<file path="src/rtl/sc_level_pkg.sv">
// Shared types and constants for the level sequencer.
package sc_level_pkg;

  typedef enum logic [1:0] {
    IDLE       = 2'd0,
    TRANSITION = 2'd1,
    WON        = 2'd2
  } state_e;

  localparam int MODE_SATURATE = 0;
  localparam int MODE_WRAP     = 1;

endpackage

</file>
<file path="src/rtl/sc_edge_detect_low.sv">
// Falling-edge detector for active-low strobes.
module sc_edge_detect_low #(
  parameter bit RESET_VAL = 1'b1
) (
  input  logic i_clk,
  input  logic i_rst_n,
  input  logic i_sig_n,
  output logic o_req
);

  logic r_q;

  always_ff @(posedge i_clk or negedge i_rst_n) begin
    if (!i_rst_n) r_q <= RESET_VAL;
    else          r_q <= i_sig_n;
  end

  assign o_req = r_q & ~i_sig_n;

endmodule

</file>
<file path="src/rtl/sc_level_sequencer.sv">
// Level counter: one advance per strobe, busy window, WIN or wrap.
module sc_level_sequencer
  import sc_level_pkg::*;
#(
  parameter int LEVEL_WIDTH       = 3,
  parameter int LEVEL_MAX         = 7,
  parameter int START_LEVEL       = 0,
  parameter int WRAP_MODE         = MODE_SATURATE,
  parameter int TRANSITION_CYCLES = 4
) (
  input  logic                   SC_levelseq_CLOCK_50,
  input  logic                   SC_levelseq_RESET_InLow,
  input  logic                   SC_levelseq_advance_InLow,
  input  logic                   SC_levelseq_clear_InHigh,
  output logic [LEVEL_WIDTH-1:0] SC_levelseq_level_OutBus,
  output logic                   SC_levelseq_levelup_OutHigh,
  output logic                   SC_levelseq_busy_OutHigh,
  output logic                   SC_levelseq_win_OutHigh
);

  localparam int TW = $clog2(TRANSITION_CYCLES + 1);
  localparam logic [TW-1:0] TMR_LOAD = TW'(TRANSITION_CYCLES - 1);
  localparam logic [LEVEL_WIDTH-1:0] L_MAX = LEVEL_WIDTH'(LEVEL_MAX);
  localparam logic [LEVEL_WIDTH-1:0] L_START = LEVEL_WIDTH'(START_LEVEL);

  logic                   w_req;
  state_e                 r_state;
  logic [TW-1:0]          r_timer;
  logic [LEVEL_WIDTH-1:0] r_level;
  logic                   r_levelup;
  logic                   r_busy;
  logic                   r_win;

  sc_edge_detect_low #(
    .RESET_VAL(1'b1)
  ) u_adv_edge (
    .i_clk   (SC_levelseq_CLOCK_50),
    .i_rst_n (SC_levelseq_RESET_InLow),
    .i_sig_n (SC_levelseq_advance_InLow),
    .o_req   (w_req)
  );

  always_ff @(posedge SC_levelseq_CLOCK_50 or negedge SC_levelseq_RESET_InLow) begin
    if (!SC_levelseq_RESET_InLow) begin
      r_state   <= IDLE;
      r_timer   <= '0;
      r_level   <= L_START;
      r_levelup <= 1'b0;
      r_busy    <= 1'b0;
      r_win     <= 1'b0;
    end else begin
      r_levelup <= 1'b0;
      if (SC_levelseq_clear_InHigh) begin
        r_state <= IDLE;
        r_timer <= '0;
        r_level <= L_START;
        r_busy  <= 1'b0;
        r_win   <= 1'b0;
      end else begin
        unique case (r_state)
          IDLE: begin
            if (w_req) begin
              if (r_level < L_MAX) begin
                r_level   <= r_level + 1'b1;
                r_levelup <= 1'b1;
                r_timer   <= TMR_LOAD;
                r_busy    <= 1'b1;
                r_state   <= TRANSITION;
              end else if (WRAP_MODE == MODE_WRAP) begin
                r_level   <= L_START;
                r_levelup <= 1'b1;
                r_timer   <= TMR_LOAD;
                r_busy    <= 1'b1;
                r_state   <= TRANSITION;
              end else begin
                r_win   <= 1'b1;
                r_state <= WON;
              end
            end
          end
          // Requests here are dropped, not queued.
          TRANSITION: begin
            if (r_timer == '0) begin
              r_busy  <= 1'b0;
              r_state <= IDLE;
            end else begin
              r_timer <= r_timer - 1'b1;
            end
          end
          WON: begin
            r_win  <= 1'b1;
            r_busy <= 1'b0;
          end
          default: begin
            r_state <= IDLE;
            r_busy  <= 1'b0;
          end
        endcase
      end
    end
  end

  assign SC_levelseq_level_OutBus    = r_level;
  assign SC_levelseq_levelup_OutHigh = r_levelup;
  assign SC_levelseq_busy_OutHigh    = r_busy;
  assign SC_levelseq_win_OutHigh     = r_win;

endmodule

</file>
<file path="config.mk">
export PLATFORM = sky130hd
export DESIGN_NAME = sc_level_sequencer
export DESIGN_NICKNAME = d
export VERILOG_FILES = /design/src/rtl/sc_level_pkg.sv /design/src/rtl/sc_edge_detect_low.sv /design/src/rtl/sc_level_sequencer.sv
export SDC_FILE = /design/constraint.sdc
export NUM_CORES = 1
export LEC_CHECK = 0
export ABC_CLOCK_PERIOD_IN_PS = 4200
export CORE_AREA = 2 2 39 41
export CTS_CLUSTER_DIAMETER = 80
export DETAILED_ROUTE_END_ITERATION = 7
export DIE_AREA = 0 0 41 43
export PLACE_DENSITY = 0.76
export SYNTH_ARGS = -nofsm -noshare
export SYNTH_HDL_FRONTEND = slang
export SYNTH_SLANG_ARGS = --single-unit
</file>
<file path="constraint.sdc">
create_clock -name SC_levelseq_CLOCK_50 -period 4.2 [get_ports SC_levelseq_CLOCK_50]
set_clock_uncertainty 0.15 [all_clocks]
set_input_delay 1.05 -clock SC_levelseq_CLOCK_50 [delete_from_list [all_inputs] [get_ports SC_levelseq_CLOCK_50]]
set_output_delay 1.05 -clock SC_levelseq_CLOCK_50 [all_outputs]
set_load 0.005 [all_outputs]
</file>
==> Flow_metrics.wiki <==
{| class="wikitable"
! Metric !! Value
|-
| Status || completed
|-
| P_sw || 0.0605 mW
|-
| Syn. warnings || 0
|-
| Leading cell type by number of instances after synthesis || dfrtp_1
|-
| Clock Sinks || 12
|-
| Maximum clock insertion buffer count || 2
|-
| Vias after detailed routing || 472
|-
| Post-synth cell types || 24
|-
| Multi-input gate area in the final layout || 300 um^2
|-
| Post-synthesis average cell area || 11.0 um^2
|-
| Critical R2R Capture || r_timer[1]$_DFFE_PN0P_
|-
| Combinational cell fraction of total power || 13.4%
|-
| Worst-margin pin slew || 0.526 ns
|-
| Top cells by count, synth || dfrtp_1, nand2_1, a211oi_1, a21oi_1
|-
| Worst Setup End Kind || primary output
|-
| Critical Path Start Type || flop
|-
| Adder-cell share of the synthesized area || 6.09%
|-
| Port buffer count || 9
|-
| Maximum fanout along the worst path || 7
|-
| Clock transition at path regs || 0.07 ns
|-
| Critical register-to-register path startpoint || r_timer[0]$_DFFE_PN0P_
|-
| Proportion of netlist area held by the largest area contributor || 44.6%
|-
| Total congestion overflow || 0
|-
| Number of instances in the placed design || 80
|-
| VDD IR max || 130 uV
|-
| Critical Path AT || 1.27 ns
|-
| Final cell count without fillers || 84
|-
| Number of primary I/O pins || 10
|-
| Slowest Stage Delay on Critical Path || 0.54 ns
|-
| Area leader, netlist || dfrtp_1
|-
| Pin count of the biggest net entering global routing || 15
|-
| Fraction of the yosys area taken by sequential cells || 48.9%
|-
| Share of total power consumed by net switching || 24.1%
|-
| Fraction of the mapped netlist area in simple logic gates || 26.4%
|-
| Layout fillers || 125
|-
| Setup TNS Final || 0 ns
|-
| H-Tree Level Count || 1
|-
| Highest clock rate || 0.405 GHz
|-
| Number of antenna diodes || 0
|-
| Compound-gate portion of the synthesized area || 16.2%
|-
| WP data required || 3.00 ns
|-
| Post-synthesis net count || 63
|-
| Number of antenna violations at the first check in global routing || 0
|-
| Final critical delay including setup and external delays || 2.47 ns
|-
| Placeable Area || 1380 um^2
|-
| Average detailed-routed wire length per instance || 14.1 um
|-
| Internal portion of total power || 0.191 mW
|-
| Number of buffers added to fix hold violations after cts || 0
|-
| Clock latency at the later pin of the worst-skew pair || 0.27 ns
|-
| Number of gates resized after CTS || 0
|-
| Reg2reg path depth || 6
|-
| Full die area || 1760 um^2
|-
| Mapped Area || 617 um^2
|-
| Half-perimeter wire length of the detailed placement result || 861 um
|-
| Leading register cell type out of synthesis || dfrtp_1
|-
| Largest family of logic cells by synthesized area || simple AND/OR/NAND/NOR gates
|-
| Share of total power in the clock network || 36.4%
|-
| Power Dens Cells || 331 nW/um^2
|-
| Std cell rows || 14
|-
| Path category of the worst min-delay check || flop to flop
|-
| Max-slew violation count || 0
|-
| Die Y || 43 um
|-
| Vias in the first global route || 472
|-
| Nets@finish || 76
|-
| Global-route wire length before repair || 2040 um
|-
| Setup fix buffers added after clock tree synthesis || 0
|-
| Synth Area in XOR/XNOR || 0%
|-
| Beginning of the worst hold path || r_timer[0]$_DFFE_PN0P_
|-
| Relative contribution of sequential cells to total power || 50.2%
|-
| Number of instances in the synthesized netlist || 56
|-
| Antenna-violating nets left || 0
|-
| Share of the clock period used by the worst path after layout || 58.8%
|-
| Number of detailed-routing iterations run before antenna repair || 4
|-
| Mux cell area share after synthesis || 0%
|-
| Hold Crit Depth || 1
|-
| Max-slew headroom || 64.8%
|-
| Max-cap violation count || 0
|-
| Flip-flop and latch area || 302 um^2
|-
| TritonCTS clock tree || built
|-
| Detailed router's first-iteration violation count || 5
|-
| Number of buffers and inverters on the critical path || 1
|-
| Worst setup path category || flop to primary output
|-
| Cell with the biggest individual delay on the critical path || clkdlybuf4s50_1
|-
| Crit path max-delay family || buffers and inverters
|-
| Fraction of layout instances using a drive strength above 1 || 14.7%
|-
| Hold Path Sink || r_timer[0]$_DFFE_PN0P_
|-
| Post-synthesis to final-layout area growth || 23.1%
|-
| Overall power consumption || 0.251 mW
|-
| RePlAce Congestion || 0.764
|-
| Overall routed net length || 1190 um
|-
| CTS buffer count || 3
|-
| Reg-to-reg setup timing slack || 2.46 ns
|-
| Number of vias per cell after detailed routing || 5.62
|-
| Synth async-reset ratio || 100%
|-
| Critical path cell sequence || clkdlybuf4s50_1
|-
| Width of the die || 41 um
|-
| Number of remaining DRC errors || 0
|-
| Clock tree root buffer cell || clkbuf_4
|-
| EDFF count, synth || 0
|-
| Total GRT Usage || 17.7%
|-
| Hold Violations, Final || 0
|-
| Number of endpoints failing setup at the final stage || 0
|-
| Starting density of the core || 44.6%
|-
| Leakage power of the design || 0.316 nW
|-
| Top post-synthesis cells by area || dfrtp_1, ha_1, a211oi_1
|-
| Unrepaired setup endpoints after global routing || no
|-
| Synth Register Bits || 12
|}
-- area by class of cell --
cell class	count	area share, %
clock buffer	4	4.78
sequential	12	39.7
multi-input combinational	40	39.5
tap	16	2.64
inverter	3	1.48
timing repair buffer	9	11.9
-- cells in the final DEF (no fill, tap or decap), types with 2 or more instances in the layout --
cell and instances:
inv_1 3, ha_1 3, a211oi_1 4, a21oi_1 4, nor3_1 2, dfrtp_1 11
nor2_1 3, clkdlybuf4s50_1 9, o21ai_0 2, nor2b_1 2, nand2b_1 3, nand3_1 2
clkbuf_4 3, nand2_1 5
-- logic make-up (layout without fill, tap and decap cells) --
kind of cell | after synthesis | count (layout)
simple gates | 24 | 24
buf+inv | 4 | 16
flops | 12 | 12
compound gates | 13 | 13
fa+ha+maj | 3 | 3
-- sequential cells by signal (all words and copies together) (netlist names) --
register,flops
r_state,2
SC_levelseq_levelup_OutHigh,1
SC_levelseq_win_OutHigh,1
r_timer,3
u_adv_edge.r_q,1
SC_levelseq_level_OutBus,3
SC_levelseq_busy_OutHigh,1
-- power groups by stage --
stage	Sequential (mW)	Combinational, mW	Clock, mW
after floorplan	0.127	0.0203	0
after global placement	0.128	0.0330	0
after detailed placement	0.129	0.0343	0
after CTS	0.126	0.0344	0.0942
after global routing	0.127	0.0380	0.101
final	0.126	0.0336	0.0916
-- per-stage QoR --
step	instance area [um^2]	setup slack [ns]	utilization [%]	hold WS [ns]
final	759	1.73	54.9	0.396
after global routing	759	1.66	54.9	0.445
after CTS	759	1.72	54.9	0.401
after detailed placement	723	1.61	52.3	0.383
after global placement	723	1.66	52.3	0.375
after floorplan	617	2.27	-	0.348
-- worst max path at each step --
stage | from | to | slack (ns) | cells past startpoint
global route | SC_levelseq_level_OutBus[0]$_DFFE_PN0P_ | SC_levelseq_level_OutBus[0] | 1.66 | 1
global placement | SC_levelseq_advance_InLow | r_timer[1]$_DFFE_PN0P_ | 1.66 | 4
floorplan | SC_levelseq_advance_InLow | r_timer[1]$_DFFE_PN0P_ | 2.27 | 3
finish | SC_levelseq_level_OutBus[0]$_DFFE_PN0P_ | SC_levelseq_level_OutBus[0] | 1.73 | 1
CTS | SC_levelseq_level_OutBus[0]$_DFFE_PN0P_ | SC_levelseq_level_OutBus[0] | 1.72 | 1
detailed placement | SC_levelseq_advance_InLow | r_timer[1]$_DFFE_PN0P_ | 1.61 | 4
-- layer usage --
layer	track usage, %	share of wire [%]	routed length, um	vias to the layer above
met5	0	0	0	-
met4	12.0	3.0	35	0
met3	3.14	4.1	49	4
met2	27.5	53	634	14
met1	20.9	39	466	224
li1	-	-	-	230
Note: power is estimated with default switching activity, not from simulation.
